==> config.mk <==
export PLATFORM = sky130hd
export DESIGN_NAME = alu_operand_stage
export DESIGN_NICKNAME = d
export VERILOG_FILES = /design/src/rtl/alu_operand_stage.sv
export SDC_FILE = /design/constraint.sdc
export NUM_CORES = 1
export LEC_CHECK = 0
export CAP_MARGIN = 10
export CORE_MARGIN = 4
export CORE_UTILIZATION = 40
export CTS_CLUSTER_SIZE = 40
export DETAILED_ROUTE_END_ITERATION = 12
export SYNTH_ARGS = -nofsm -noshare
export SYNTH_HDL_FRONTEND = slang
export SYNTH_SLANG_ARGS = --single-unit
==> constraint.sdc <==
create_clock -name clock -period 4.6 [get_ports clock]
set_input_delay 0.46 -clock clock [delete_from_list [all_inputs] [get_ports clock]]
set_output_delay 0.46 -clock clock [all_outputs]
set_load 0.03 [all_outputs]
==> src/rtl/alu_operand_stage.sv <==
// Operand-fetch / writeback stage in front of a combinational ALU.
// Reads two operands from the register file, issues them for one cycle, then writes the ALU result back.
module alu_operand_stage #(
    parameter int WIDTH = 16,
    parameter int NREGS = 16
) (
    input  logic             clock,
    input  logic             reset,
    input  logic             instr_valid,
    output logic             instr_ready,
    input  logic [15:0]      instr,
    output logic [WIDTH-1:0] r1,
    output logic [WIDTH-1:0] r2,
    output logic [7:0]       opcode,
    output logic             alu_valid,
    input  logic [WIDTH-1:0] rout,
    output logic             wb_done,
    output logic             illegal,
    input  logic             ld_en,
    input  logic [3:0]       ld_addr,
    input  logic [WIDTH-1:0] ld_data,
    input  logic [3:0]       dbg_addr,
    output logic [WIDTH-1:0] dbg_data
);

    localparam logic [1:0] ST_IDLE  = 2'd0;
    localparam logic [1:0] ST_ISSUE = 2'd1;
    localparam logic [1:0] ST_WB    = 2'd2;
    localparam logic [7:0] OP_CMP   = 8'h0B;

    function automatic logic is_legal_op(input logic [7:0] op);
        logic ok;
        case (op)
            8'h01, 8'h02, 8'h03, 8'h04, 8'h05, 8'h06, 8'h07, 8'h08,
            8'h09, 8'h0A, 8'h0B, 8'h0C, 8'h0E, 8'h0F, 8'h84: ok = 1'b1;
            default:                                         ok = 1'b0;
        endcase
        return ok;
    endfunction

    logic [1:0]       state_q, state_d;
    logic [WIDTH-1:0] r1_q, r1_d;
    logic [WIDTH-1:0] r2_q, r2_d;
    logic [7:0]       opcode_q, opcode_d;
    logic [3:0]       rdest_q, rdest_d;
    logic [WIDTH-1:0] result_q, result_d;
    logic             alu_valid_q, alu_valid_d;
    logic             instr_ready_q, instr_ready_d;
    logic             wb_done_q, wb_done_d;
    logic             illegal_q, illegal_d;
    logic             wb_en_s;
    logic [WIDTH-1:0] regs_q [NREGS];
    logic [WIDTH-1:0] regs_d [NREGS];

    // Sequencing: IDLE accepts, ISSUE samples rout, WB commits the result.
    always_comb begin
        state_d     = state_q;
        r1_d        = r1_q;
        r2_d        = r2_q;
        opcode_d    = opcode_q;
        rdest_d     = rdest_q;
        result_d    = result_q;
        wb_done_d   = 1'b0;
        illegal_d   = 1'b0;
        wb_en_s     = 1'b0;
        case (state_q)
            ST_IDLE: begin
                if (instr_valid) begin
                    if (is_legal_op(instr[15:8])) begin
                        r1_d     = regs_q[instr[7:4]];
                        r2_d     = regs_q[instr[3:0]];
                        opcode_d = instr[15:8];
                        rdest_d  = instr[7:4];
                        state_d  = ST_ISSUE;
                    end else begin
                        illegal_d = 1'b1;
                    end
                end else begin
                    state_d = ST_IDLE;
                end
            end
            ST_ISSUE: begin
                result_d  = rout;
                wb_done_d = 1'b1;
                state_d   = ST_WB;
            end
            ST_WB: begin
                wb_en_s = (opcode_q != OP_CMP);
                state_d = ST_IDLE;
            end
            default: begin
                state_d = ST_IDLE;
            end
        endcase
        alu_valid_d   = (state_d == ST_ISSUE);
        instr_ready_d = (state_d == ST_IDLE);
    end

    // Register file update; the writeback is applied last so it beats a same-edge load.
    always_comb begin
        for (int i = 0; i < NREGS; i++) begin
            regs_d[i] = regs_q[i];
        end
        if (ld_en) begin
            regs_d[ld_addr] = ld_data;
        end else begin
            regs_d[ld_addr] = regs_q[ld_addr];
        end
        if (wb_en_s) begin
            regs_d[rdest_q] = result_q;
        end else begin
            regs_d[rdest_q] = regs_d[rdest_q];
        end
    end

    // State registers with synchronous reset.
    always_ff @(posedge clock) begin
        if (reset) begin
            state_q       <= ST_IDLE;
            r1_q          <= '0;
            r2_q          <= '0;
            opcode_q      <= 8'h00;
            rdest_q       <= 4'd0;
            result_q      <= '0;
            alu_valid_q   <= 1'b0;
            instr_ready_q <= 1'b1;
            wb_done_q     <= 1'b0;
            illegal_q     <= 1'b0;
            for (int i = 0; i < NREGS; i++) begin
                regs_q[i] <= '0;
            end
        end else begin
            state_q       <= state_d;
            r1_q          <= r1_d;
            r2_q          <= r2_d;
            opcode_q      <= opcode_d;
            rdest_q       <= rdest_d;
            result_q      <= result_d;
            alu_valid_q   <= alu_valid_d;
            instr_ready_q <= instr_ready_d;
            wb_done_q     <= wb_done_d;
            illegal_q     <= illegal_d;
            for (int i = 0; i < NREGS; i++) begin
                regs_q[i] <= regs_d[i];
            end
        end
    end

    assign instr_ready = instr_ready_q;
    assign alu_valid   = alu_valid_q;
    assign r1          = r1_q;
    assign r2          = r2_q;
    assign opcode      = opcode_q;
    assign wb_done     = wb_done_q;
    assign illegal     = illegal_q;
    assign dbg_data    = regs_q[dbg_addr];

endmodule

-- After elaboration in Yosys (flattened, before gate mapping)
Memories as Yosys holds them, arrays and structs flattened. A register that Yosys moved wholly into a read port is not among the register bits.
Index checks and enable logic that the tools add are counted.
- $add $sub $neg: 0
- $mul: 0
- divide/modulo/power cells: 0
- magnitude comparators: 4
- equality and inequality tests: 19
- shift-type cells: 0
- mux-type cells: 41
- bitwise operators: 20
- reductions and logical operators: 7
- operators with widths (cell ; count):
    $bwmux W256 ; 4
    $mux W256 ; 2
    $mux W16 ; 20
    $demux W16 S4 ; 2
    $bmux W16 S4 ; 1
    $eq A8 B4 Y1 const B ; 7
    $eq A8 B3 Y1 const B ; 4
    $eq A8 B2 Y1 const B ; 2
    $or A1 B1 Y1 ; 16
    $reduce_or A15 Y1 ; 1
    $ge A5 B5 Y1 const B ; 2
    $lt A5 B1 Y1 const B ; 2
    $not A4 Y5 ; 2
    $mux W1 ; 9
    $eq A8 B1 Y1 const B ; 1
    $eq A8 B8 Y1 const B ; 1
    $ne A8 B4 Y1 const B ; 1
    $eq A2 B1 Y1 const B ; 2
    $logic_not A2 Y1 ; 2
    $mux W2 ; 2
    $pmux W2 S2 ; 1
    $reduce_and A3 Y1 ; 1
    $reduce_or A3 Y1 ; 1
    $eq A2 B2 Y1 const B ; 1
    2 further kinds ; 4
- bits in registers: 34
- latch bits: 0
- memory bits (writable): 256
- memory bits (read-only): 0
- input port bits: 60
- output and inout bits: 60
- memories kept: 1
- memories (memory ; words ; bits a word ; rd ports ; clocked after Yosys merged registers in ; write ports ; RTL line ; source):
    regs_q ; 16 ; 16 ; 20 ; 2 ; 16 ; 52 ; logic [WIDTH-1:0] regs_q [NREGS];

-- Depth between registers and ports, before layout
- word-level depth: 13
- gate-level depth with buffers: 15
- gate-level depth less buffers: 8

-- Least setup slack after synthesis
OpenSTA, ideal clock, no wires.
- kind: input to output
- start: input dbg_addr[0]
- end: output dbg_data[2]
- arrival: 2514 ps
- required time: 4140 ps
- path slack: 1626 ps
- stages on the path: 4
- path buffers: 2
- cell sequence: clkbuf_1 > buf_1 > mux4_2 > mux4_2
- longest elaborated chain between the ends: 1
- ends and longest elaborated chain (what ; RTL line ; source):
    start, declared ; 22 ; input logic [3:0] dbg_addr,
    $mem_v2 Z16 W16 ; - ;
    end, declared ; 23 ; output logic [WIDTH-1:0] dbg_data
No other way between the ends.

==> results by group <==
Global route
  • Largest net degree at the start of global routing: 145
  • Initial antenna violation count: 2
  • First-pass GRT wire length: 178000 um
  • Vias in the first global route: 24500
  • Grt ovf: 0
  • Total GRT Usage: 36.8%

Worst setup path
  • Worst Path Required: 5030 ps
  • Reg-to-reg endpoint: regs_q[7][11]
  • CP Max Fanout: 12
  • Type of origin of the critical path: register
  • WS Path Type: reg -> reg
  • Worst Setup End Kind: register
  • FF-to-FF Start: rdest_q[2]
  • Worst EP arrival: 4370 ps
  • Crit path from: rdest_q[2]
  • R2R cell count: 9
  • Slack of the worst reg-to-reg path: 660 ps

Floorplanning
  • Row count: 91
  • Die Y: 258 um
  • Core area: 0.0617 mm^2
  • Die Area: 0.0665 mm^2
  • Starting Density: 40.4%
  • Die extent in x: 258 um
  • Top Ports: 120

Pwr
  • Peak supply drop: 0.221 mV
  • Cell leakage power: 9.58 nW
  • Power Density: 274 mW/mm^2

Finish
  • Layout cell share with drive strength beyond 1: 22.4%
  • P&R area growth vs syn: 15.1%
  • Nets: 2832
  • Filler cells: 5944
  • Layout Utilization: 46.5%
  • Fin area: 0.0287 mm^2
  • Antenna cells: 0

STA
  • Min cycle time layout: 3940 ps
  • Worst-margin pin slew: 1350 ps
  • Relative slew slack: 10.2%
  • Max Slew Vio Count: 0
  • Fin Setup TNS: 0 ps
  • Worst setup margin: 662 ps
  • Final worst path period share: 85.6%
  • RSZ-0062 raised after global routing: false
  • Final setup violation count: 0
  • Fin. Hold Viols: 0
  • Worst hold slack: 418 ps
  • Clock skew: 22.8 ps
  • Fmax: 0.254 GHz

Synth
  • Syn_area_per_cell: 9.09 um^2
  • Post-synthesis sequential area ratio: 25.8%
  • Top cell type by total area after synthesis: dfxtp_1
  • Mapped Cells: 2745
  • Top cells by area, synth: dfxtp_1, mux4_2, a211oi_1, nor2_1, mux2i_1
  • EDFF count, synth: 0
  • Post-Syn Area: 0.0250 mm^2
  • Post-synthesis cell type count: 87
  • Async SR Flop Fraction: 0%
  • #FFs+latches synth: 322
  • Top_reg_cell synth: dfxtp_1
  • Syn. warnings: 0
  • Proportion of netlist area held by the largest area contributor: 25.8%
  • Synth Net Count: 2805

Worst hold path
  • Hold path depth: 3
  • Worst hold path type: in -> reg
  • Hold Path End: result_q[8]
  • Hold Path Origin: rout[8]

Clock tree
  • Hold buffers post-CTS: 0
  • Post-CTS sizing: 0
  • Clock net sink count: 322
  • H-tree Lvls: 2
  • Clock root cell: clkbuf_16
  • CTS tree: built
  • CTS clock-pin slew for the worst setup and hold paths: 60 ps
  • Total CTS buffers: 40
  • Setup Buffers After CTS: 0
  • Clock Path Buffers: 3
  • Clock latency on the worst-skew pair: 590 ps

Routing
  • Vias: 26000
  • DR WL/cell: 34.9 um
  • WL final: 127000 um
  • Post-route ant nets: 0
  • Starting DRT DRC Count: 4373
  • Via density: 7.16
  • 1st-pass router iterations: 6
  • Drt drc: 0

Placement
  • # port buffers: 119
  • Detailed Place HPWL: 83700 um
  • GP Congestion: 1.02
  • Dpl cell area: 0.0273 mm^2
  • Pre-CTS setup slack: 417 ps

Status
  • Status: finished clean

Run
  • Max-cap violations: 0
## layout make-up
class	count	area [um^2]	area share [%]
Multi-Input combinational cell	2106	17100	59.7
Sequential cell	322	6450	22.5
Inverter	6	22.5	0.0784
Timing Repair Buffer	296	2680	9.32
Tap cell	837	1050	3.65
Clock buffer	58	1200	4.18
Clock inverter	13	176	0.614
## report_power, final
group	switching, mW	total [mW]	internal [mW]
Clock	1.39	3.42	2.03
Sequential	0.127	2.99	2.87
Combinational	0.873	1.45	0.580
Total	2.39	7.87	5.48
## per-stage QoR
stage	cells	power, mW
6_report	3638	7.87
5_1_grt	3638	8.06
4_1_cts	3638	7.84
3_5_place_dp	3567	4.45
3_3_place_gp	3567	4.43
2_1_floorplan	2745	3.95
## logic make-up (layout without fill, tap and decap cells)
kind of cell    count (synthesis)  count (layout)  synth area share [%]
compound gates                835             835                  24.4
xor+xnor                        1               1                0.0351
buf+inv                       317             373                  6.13
flops                         322             322                  25.8
mux                           393             393                  27.9
simple gates                  877             877                  15.7
## synth_stat cells (12+ instances only)
| master | instances |
|---|---|
| a211o_1 | 12 |
| a211oi_1 | 251 |
| a211oi_2 | 23 |
| a21oi_1 | 177 |
| a221oi_1 | 19 |
| a22oi_1 | 16 |
| a311oi_1 | 39 |
| a31oi_1 | 28 |
| and2_1 | 14 |
| buf_1 | 34 |
| buf_2 | 27 |
| buf_4 | 18 |
| buf_6 | 18 |
| clkbuf_1 | 204 |
| dfxtp_1 | 322 |
| mux2i_1 | 141 |
| mux4_2 | 241 |
| nand2_1 | 247 |
| nand3_1 | 16 |
| nand4_1 | 12 |
| nor2_1 | 430 |
| nor2b_1 | 13 |
| nor3_1 | 45 |
| o21ai_0 | 85 |
| o221ai_1 | 17 |
| o22ai_1 | 66 |
| or2_2 | 17 |
## worst max-delay path, cell delays in order (launching register included)
cell	delay, ps
dfxtp_1	470
buf_4	280
nor2b_2	440
nand3_1	480
buf_4	380
o22ai_1	270
a2111oi_4	70
a32oi_1	1000
and2_4	320
a211oi_1	80
## routing by layer
layer  track usage [%]  part of all wire [%]  routed length, um  vias up
met5                 0                     0                  0        -
met4              21.5                   7.4               9380        0
met3              13.4                    15              18900      556
met2              53.3                    41              52400     2258
met1              47.1                    36              46300    12500
li1                  -                     -                  -    10700
## cells in the final DEF, fill, tap and decap left out, drive strengths merged, types with 5 or more instances in the layout
cell           count
nor2             433
dfxtp            322
a211oi           274
nand2            247
mux4             241
buf              188
a21oi            177
mux2i            141
clkdlybuf4s50    107
o21ai             90
o22ai             66
clkbuf            59
nor3              49
a311oi            40
a31oi             29
and2              27
a221oi            19
a22oi             19
nand3             19
or2               17
o221ai            17
a2111oi           15
nor2b             13
nand4             12
a211o             12
nand2b            12
o31ai             11
or3               11
mux2              11
o21a              11
a32oi             11
a41oi             10
inv                9
a2111o             6
clkinv             6
nor4               6
nor4bb             5
nor3b              5
## flip-flops by register name, indices dropped and copies added (netlist names)
signal       flops
result_q        16
r2              16
alu_valid        1
wb_done          1
opcode           8
regs_q         256
rdest_q          4
state_q          2
illegal          1
r1              16
instr_ready      1
## worst max-delay path by stage
stage,end,slack (ps),cells past startpoint
6_report,regs_q[7][11],660,9
5_1_grt,regs_q[7][11],660,9
4_1_cts,regs_q[1][5],880,9
3_5_place_dp,regs_q[3][5],420,11
3_3_place_gp,regs_q[1][6],530,11
2_1_floorplan,dbg_data[2],1630,4
(Power assumes the default switching activity.)
